### src/rtl/mem_arbiter.sv
// mem_arbiter: shares one synchronous 32x8 memory between the CPU and the program loader.
// Optional `ARB_ROUND_ROBIN_EN selects alternating winners on conflicts; default is CPU priority.
module mem_arbiter #(
  parameter int ADDR_W = 5,
  parameter int DATA_W = 8
) (
  input  logic              clk,
  input  logic              reset,
  input  logic              cpu_req,
  input  logic              cpu_we,
  input  logic [ADDR_W-1:0] cpu_addr,
  input  logic [DATA_W-1:0] cpu_wdata,
  output logic              cpu_gnt,
  output logic              cpu_rvalid,
  output logic [DATA_W-1:0] cpu_rdata,
  input  logic              ldr_req,
  input  logic              ldr_we,
  input  logic [ADDR_W-1:0] ldr_addr,
  input  logic [DATA_W-1:0] ldr_wdata,
  output logic              ldr_gnt,
  output logic              ldr_rvalid,
  output logic [DATA_W-1:0] ldr_rdata,
  output logic              mem_en,
  output logic              mem_we,
  output logic [ADDR_W-1:0] mem_addr,
  output logic [DATA_W-1:0] mem_wdata,
  input  logic [DATA_W-1:0] mem_rdata,
  output logic              busy
);

  typedef enum logic [1:0] {S_IDLE, S_ACCESS, S_RESP} state_t;
  typedef enum logic {OWN_CPU = 1'b0, OWN_LDR = 1'b1} owner_t;

  state_t              r_state;
  state_t              w_next_state;
  owner_t              r_owner;
  owner_t              w_sel_owner;
  logic                r_we;
  logic [ADDR_W-1:0]   r_addr;
  logic [DATA_W-1:0]   r_wdata;
  logic                w_any_req;
  logic                w_take;
  logic                w_access;
  logic                w_rd_resp;

  assign w_any_req = cpu_req | ldr_req;

`ifdef ARB_ROUND_ROBIN_EN
  owner_t r_last_owner;

  // On a conflict the requester that did not win last time goes first.
  assign w_sel_owner = (cpu_req && ldr_req) ? ((r_last_owner == OWN_LDR) ? OWN_CPU : OWN_LDR)
                                            : (cpu_req ? OWN_CPU : OWN_LDR);

  always_ff @(posedge clk) begin
    if (reset) begin
      r_last_owner <= OWN_LDR;
    end else if (w_take) begin
      r_last_owner <= w_sel_owner;
    end
  end
`else
  assign w_sel_owner = cpu_req ? OWN_CPU : OWN_LDR;
`endif

  always_comb begin
    // NOTE: every output of this block gets a default first, so no path can infer a latch.
    w_next_state = r_state;
    w_take       = 1'b0;
    case (r_state)
      S_IDLE, S_RESP: begin
        if (w_any_req) begin
          w_take       = 1'b1;
          w_next_state = S_ACCESS;
        end else begin
          w_next_state = S_IDLE;
        end
      end
      S_ACCESS: w_next_state = S_RESP;
      default:  w_next_state = S_IDLE;
    endcase
  end

  always_ff @(posedge clk) begin
    // NOTE: state is updated with non-blocking assignments so every flop samples pre-edge values.
    if (reset) begin
      r_state <= S_IDLE;
      r_owner <= OWN_CPU;
      r_we    <= 1'b0;
      r_addr  <= '0;
      r_wdata <= '0;
    end else begin
      r_state <= w_next_state;
      if (w_take) begin
        r_owner <= w_sel_owner;
        r_we    <= (w_sel_owner == OWN_CPU) ? cpu_we    : ldr_we;
        r_addr  <= (w_sel_owner == OWN_CPU) ? cpu_addr  : ldr_addr;
        r_wdata <= (w_sel_owner == OWN_CPU) ? cpu_wdata : ldr_wdata;
      end
    end
  end

  // Memory side is decoded purely from registers: no request reaches mem_* combinationally.
  assign w_access  = (r_state == S_ACCESS);
  assign w_rd_resp = (r_state == S_RESP) && !r_we;

  assign mem_en    = w_access;
  assign mem_we    = w_access && r_we;
  assign mem_addr  = w_access ? r_addr : '0;
  assign mem_wdata = (w_access && r_we) ? r_wdata : '0;

  assign cpu_gnt    = w_access  && (r_owner == OWN_CPU);
  assign ldr_gnt    = w_access  && (r_owner == OWN_LDR);
  assign cpu_rvalid = w_rd_resp && (r_owner == OWN_CPU);
  assign ldr_rvalid = w_rd_resp && (r_owner == OWN_LDR);
  assign cpu_rdata  = cpu_rvalid ? mem_rdata : '0;
  assign ldr_rdata  = ldr_rvalid ? mem_rdata : '0;

  assign busy = (r_state != S_IDLE);

endmodule

### config.mk
export PLATFORM = sky130hd
export DESIGN_NAME = mem_arbiter
export DESIGN_NICKNAME = d
export VERILOG_FILES = /design/src/rtl/mem_arbiter.sv
export SDC_FILE = /design/constraint.sdc
export NUM_CORES = 1
export LEC_CHECK = 0
export ABC_AREA = 1
export BUFFER_PORTS_ARGS = -buffer_cell sky130_fd_sc_hd__buf_2
export CAP_MARGIN = 30
export CORE_UTILIZATION = 30
export DETAILED_ROUTE_END_ITERATION = 7
export HOLD_SLACK_MARGIN = 0.08
export PLACE_DENSITY = 0.63
export SYNTH_ARGS = -nofsm -noshare
export SYNTH_HDL_FRONTEND = slang
export SYNTH_SLANG_ARGS = --single-unit
### constraint.sdc
create_clock -name clk -period 1 [get_ports clk]
set_input_delay 0.25 -clock clk [delete_from_list [all_inputs] [get_ports clk]]
set_output_delay 0.25 -clock clk [all_outputs]
set_load 0.1 [all_outputs]
==> qor.csv, run 1 <==
stage,metric,value,unit
status,outcome,finished with violations,
status,violations,setup timing,
min_path,worstHoldPathType,primary input to register,
power,leakage,1.18,nW
worst_setup_path,cp-start-kind,register,
sta,worst_slack,-0.623,ns
sta,worst_pin_slew,0.280,ns
job,cap_viol_max_count,0,
placed_design,port_buffers,75,
power,p_total,2.26,mW
worst_setup_path,cp_slowest_stage_delay,0.34,ns
synthesis,ys_seq_area_share,31.4,%
sta,hold_viol_final,0,
floorplan,die_w,62.1,microns
global_routing,grt_pass1_vias,1338,
global_routing,grt_start_max_net_pins,16,
cts,cts_made_buffers,3,
sta,min_period_over_period,162,%
global_routing,antenna_found_initial,0,
worst_setup_path,crit_top_cell,nor2_4,
placed_design,post-place-ws,-0.334,ns
cts,clockBufferDepth,2,
synthesis,synth_nets,236,
synthesis,synth_cell_types,14,
synthesis,yosys_register_bits,17,
sta,slew_headroom,81.3,%
cts,cts_tree,yes,
sta,fin_skew,0.00442,ns
power,ir_drop,0.522,mV
worst_setup_path,crit_buf_inv,3,
worst_setup_path,path_max_fanout,8,
worst_setup_path,worstPathArrival,1.37,ns
route,drc,0,
sta,rsz0062_at_grt,true,
final_layout,fin_area,2540,sq um
worst_setup_path,critPathCaptureType,output pin,
placed_design,gp_congestion,0.818,
synthesis,synth_area,1080,sq um
power,powerDensity,890,nW/um^2
route,first_pass_iters,4,
worst_setup_path,crit_family,simple AND/OR/NAND/NOR gates,
route,post_drt_wl_per_cell,10.9,microns
final_layout,syn_to_final_growth,135,%
sta,max_freq,0.616,GHz
route,drt_wl_total,3610,microns
sta,setup_viol,51,
sta,period_needed,1.62,ns
worst_setup_path,required,0.75,ns
global_routing,grt_usage,20.0,%
synthesis,syn_inst,196,
worst_setup_path,slowest_stage,dfxtp_1,
placed_design,postPlaceCellArea,2440,sq um
cts,cts_sinks,17,
placed_design,dpl.hpwl,2850,microns
route,ant_nets,0,
floorplan,initial_core_util,31.9,%
floorplan,coreArea,3390,sq um
worst_setup_path,critPathKind,register to output pin,
route,viasPerCell,4.36,
final_layout,final_nets,327,
route,num_vias,1449,
cts,h-tree-depth,1,
global_routing,grt_pass1_wl,5540,microns
cts,root_buffer,clkbuf_4,
cts,clkLatencyLatePin,0.29,ns
global_routing,overflow,0,
route,drt_iter0_markers,38,
cts,cts.reportedPaths.clkPinSlew,0.10,ns
worst_setup_path,path_cells,inv_2 > nand3_4 > nor2_4 > inv_6 > nor2_4 > buf_12,
synthesis,syn_avg_cell_area,5.52,sq um
synthesis,ys_warn_count,0,
sta,drv_slew,0,
floorplan,ioPinCount,76,
final_layout,drive_above_1_share,52.4,%
floorplan,die-area,3850,sq um
floorplan,dieHeight,62.1,microns
final_layout,diodes,0,
floorplan,fp-row-count,21,
[sequential cells by signal, summed over array words and instances (netlist names)]
name / cells
r_wdata: 8
r_addr: 5
r_state: 2
r_owner: 1
r_we: 1
[cell usage after synthesis]
cell       n  area (sq um)
or2_2      1          6.26
inv_1     26          97.6
nand2_2    3          18.8
inv_2      4          15.0
buf_6      2          22.5
nand2_1   57           214
a21oi_1    1          5.00
o21ai_4    1          16.3
nor2_1    64           240
buf_4      3          22.5
dfxtp_1   17           340
buf_2      1          5.00
clkbuf_1   1          3.75
nand3_1   15          75.1
[worst register-to-register path, cell delays in order, from the launching register on]
cell	delay, ns
dfxtp_2	0.34
inv_4	0.08
buf_4	0.20
nand2_4	0.07
buf_6	0.14
nand3_1	0.08
nand2_1	0.05
nor2_1	0.08
[cells by family after synthesis]
kind of cell           after synthesis  synth area share [%]
and+or+nand+nor                    140                  51.2
DFF                                 17                  31.4
AOI/OAI and AO/OA                    2                  1.97
buffers and inverters               37                  15.4
[placed cells by master, fill, tap and decap left out]
cell | Yosys | routed
o21ai_4 | 1 | 2
nand3_1 | 15 | 11
buf_12 | 0 | 38
inv_2 | 4 | 3
inv_1 | 26 | 23
nand3_4 | 0 | 1
dfxtp_1 | 17 | 14
clkinvlp_4 | 0 | 1
nor2_1 | 64 | 30
inv_8 | 0 | 1
clkbuf_4 | 0 | 3
nand2_1 | 57 | 57
or2_2 | 1 | 1
clkbuf_1 | 1 | 1
nand2_8 | 0 | 1
dfxtp_2 | 0 | 2
inv_4 | 0 | 1
nand2_4 | 0 | 1
buf_6 | 2 | 4
a21oi_2 | 0 | 1
nand3_2 | 0 | 3
nand2_2 | 3 | 1
buf_4 | 3 | 11
dfxtp_4 | 0 | 1
nor2_4 | 0 | 34
inv_6 | 0 | 1
buf_2 | 1 | 39
[layer usage]
layer  global-route usage, %  wire (microns)
met5                       0               0
met4                    8.57              57
met2                    36.6            1830
met3                    4.76             268
met1                    21.8            1460
[repair_timing]
action	CTS	global route
resized for setup	15	3
pin swaps	6	1
gates cloned	0	1
setup endpoints to repair	51	52
buffers inserted	2	1
hold buffers	0	0
[layout make-up]
| cell class | instances | area [sq um] |
|---|---|---|
| multi-input cells | 143 | 897 |
| well taps | 46 | 57.6 |
| flip-flops and latches | 17 | 347 |
| inverters | 30 | 131 |
| repair buffers | 92 | 1080 |
| fillers | 239 | 847 |
| clock buffers | 4 | 26.3 |
[through the flow]
step | cells | TNS, ns | util (%) | hold WS, ns
finish | 332 | -22.10 | 75.0 | 0.133
global route | 332 | -25.61 | 75.0 | 0.124
detailed placement | 327 | -10.94 | 72.1 | 0.452
floorplan | 196 | -36.02 | - | 0.315
global placement | 327 | -9.69 | 72.1 | 0.451
CTS | 332 | -22.78 | 74.7 | 0.128
[where the power goes]
| part | internal, mW | total (mW) | switching [mW] |
|---|---|---|---|
| registers | 0.740 | 0.765 | 0.0244 |
| clock network | 0.155 | 0.374 | 0.219 |
| logic | 0.413 | 1.12 | 0.710 |
| total | 1.31 | 2.26 | 0.954 |
[final timing paths]
check	start	end	slack, ns	cells after the start
max	r_we	cpu_rdata[5]	-0.62	6
min reg2reg	r_addr[0]	r_addr[0]	0.61	4
max reg2reg	r_state[0]	r_addr[2]	-0.09	7
min	reset	r_state[1]	0.13	2
(Power assumes the default switching activity.)
==> run 2, diff against run 1 <==
==> constraint.sdc (replaced) <==
create_clock -name clk -period 1 [get_ports clk]
set_input_delay 0.15 -clock clk [delete_from_list [all_inputs] [get_ports clk]]
set_output_delay 0.15 -clock clk [all_outputs]
set_load 0.1 [all_outputs]
==> run 2 against run 1 <==
Critical endpoint is now ldr_rdata[5]; non-clock buffer count rose by 4; final area up 2.7%; global-route usage is 0.23 points lower; wire length down 0.66%; combinational power hardly changed; the run still ends with setup timing left; register-to-register slack worse by 0.05 ns.
==> qor.csv, run 2 (same netlist as run 1, synthesis figures left out) <==
stage,metric,value,unit
power,power.switching,0.987,mW
global_routing,grt_start_max_net_pins,16,
cts,cts_made_buffers,3,
worst_setup_path,critPathKind,register to output pin,
route,drc,0,
placed_design,port_buffers,75,
worst_setup_path,required,0.85,ns
sta,hold_ws,0.145,ns
placed_design,dpl.hpwl,2690,microns
final_layout,nFillCells,241,
global_routing,grt_pass1_vias,1315,
placed_design,gp_congestion,0.804,
final_layout,final_nets,331,
cts,clockBufferDepth,2,
sta,rsz0062_at_grt,true,
global_routing,overflow,0,
final_layout,top_regs,"r_wdata x8, r_addr x5, r_state x2",
global_routing,antenna_found_initial,0,
power,leakage,1.21,nW
final_layout,syn_to_final_growth,141,%
global_routing,grt_pass1_wl,5580,microns
route,num_vias,1441,
sta,min_period_over_period,154,%
route,post_drt_wl_per_cell,10.7,microns
power,powerDensity,886,nW/um^2
route,first_pass_iters,6,
sta,hold_viol_final,0,
route,wl_met2,1740,microns
floorplan,ioPinCount,76,
final_layout,drive_above_1_share,55.2,%
sta,slew_headroom,75.6,%
floorplan,die-area,3850,sq um
final_layout,largest_register,r_wdata,
final_layout,final_cell_mix,"nand2_1 (57), buf_2 (39), buf_12 (38)",
floorplan,fp-row-count,21,
cts,root_buffer,clkbuf_4,
power,p_int,1.32,mW
final_layout,diodes,0,
sta,worst_pin_slew,0.366,ns
power,comb_power_share,49.9,%
status,outcome,finished with violations,
floorplan,dieHeight,62.1,microns
route,ant_nets,0,
sta,worst_slack,-0.543,ns
route,drt_wl_total,3590,microns
floorplan,coreArea,3390,sq um
cts,clkLatencyLatePin,0.31,ns
worst_setup_path,critPathCaptureType,output pin,
sta,setup_viol,51,
sta,drv_slew,0,
cts,cts.reportedPaths.clkPinSlew,0.11,ns
sta,max_freq,0.648,GHz
worst_setup_path,path_max_fanout,8,
power,pwr-share-clk,16.8,%
route,top_layer_used,met4,
worst_setup_path,worstPathArrival,1.39,ns
cts,cts_tree,yes,
sta,period_needed,1.54,ns
floorplan,die_w,62.1,microns
final_layout,largest_reg_flops,8,
worst_setup_path,cp-start-kind,register,
job,cap_viol_max_count,0,
min_path,worstHoldPathType,primary input to register,
route,viasPerCell,4.29,
route,wl_met1,1550,microns
power,seq_power_share,33.2,%
final_layout,final_common_cell,nand2_1,
route,wl_met3,238,microns
cts,cts_sinks,17,
cts,h-tree-depth,1,
global_routing,grt_usage,19.8,%
floorplan,initial_core_util,31.9,%
placed_design,post-place-ws,-0.231,ns
power,power_switching_share,42.7,%
route,drt_iter0_markers,23,
power,ir_drop,0.740,mV
status,violations,setup timing,
final_layout,post-route-util,77.0,%
sta,fin_skew,0.0175,ns
run 2: what timing repair did:
| action | CTS | global route |
|---|---|---|
| endpoints found under the hold margin | 2 | 0 |
| gates resized for setup | 23 | 3 |
| setup endpoints to repair | 51 | 52 |
| setup buffers | 5 | 5 |
| gates cloned | 0 | 1 |
| hold buffers | 1 | 0 |
| pin swaps | 7 | 2 |
run 2: metal layers:
metal,vias to the layer above,global-route usage (%)
met3,5,4.35
li1,763,-
met2,58,35.1
met4,0,7.30
met5,-,0
met1,615,23.1
run 2: worst max-delay path: stages, from the launching register on:
cell and delay (ns):
dfxtp_2 0.35, inv_4 0.07, nand3_4 0.09, nor2_4 0.17, inv_8 0.09, nor2_4 0.13, buf_12 0.18
run 2: power by group through the flow:
stage / registers [mW] / clock network, mW / logic (mW)
2_1_floorplan: 0.779 / 0 / 0.700
3_3_place_gp: 0.779 / 0 / 1.06
3_5_place_dp: 0.783 / 0 / 1.07
4_1_cts: 0.766 / 0.391 / 1.14
5_1_grt: 0.775 / 0.432 / 1.23
6_report: 0.768 / 0.389 / 1.15
run 2: stage by stage:
step,std cells,power (mW),area [sq um],setup TNS [ns]
CTS,333,2.30,2580,-19.64
global route,336,2.44,2610,-23.15
finish,336,2.31,2610,-19.52
global placement,326,1.84,2430,-6.35
detailed placement,326,1.85,2430,-7.05
floorplan,196,1.48,1370,-32.44
run 2: path summary, 6_finish.rpt:
check                    start            to  slack (ns)  cells after the start
setup reg to reg    r_state[0]       r_owner       -0.14                      6
hold reg to reg      r_addr[0]     r_addr[0]        0.61                      4
hold / removal    ldr_wdata[1]    r_wdata[1]        0.15                      5
setup / recovery    r_state[0]  ldr_rdata[5]       -0.54                      6
run 2: cell type report:
cell class	instances	area, sq um	area share (%)
inverter	30	131	5.03
timing repair buffer	96	1130	43.2
sequential	17	347	13.3
clock buffer	3	22.5	0.863
multi-input combinational	143	920	35.2
tap	46	57.6	2.21
clock inverter	1	5.00	0.192
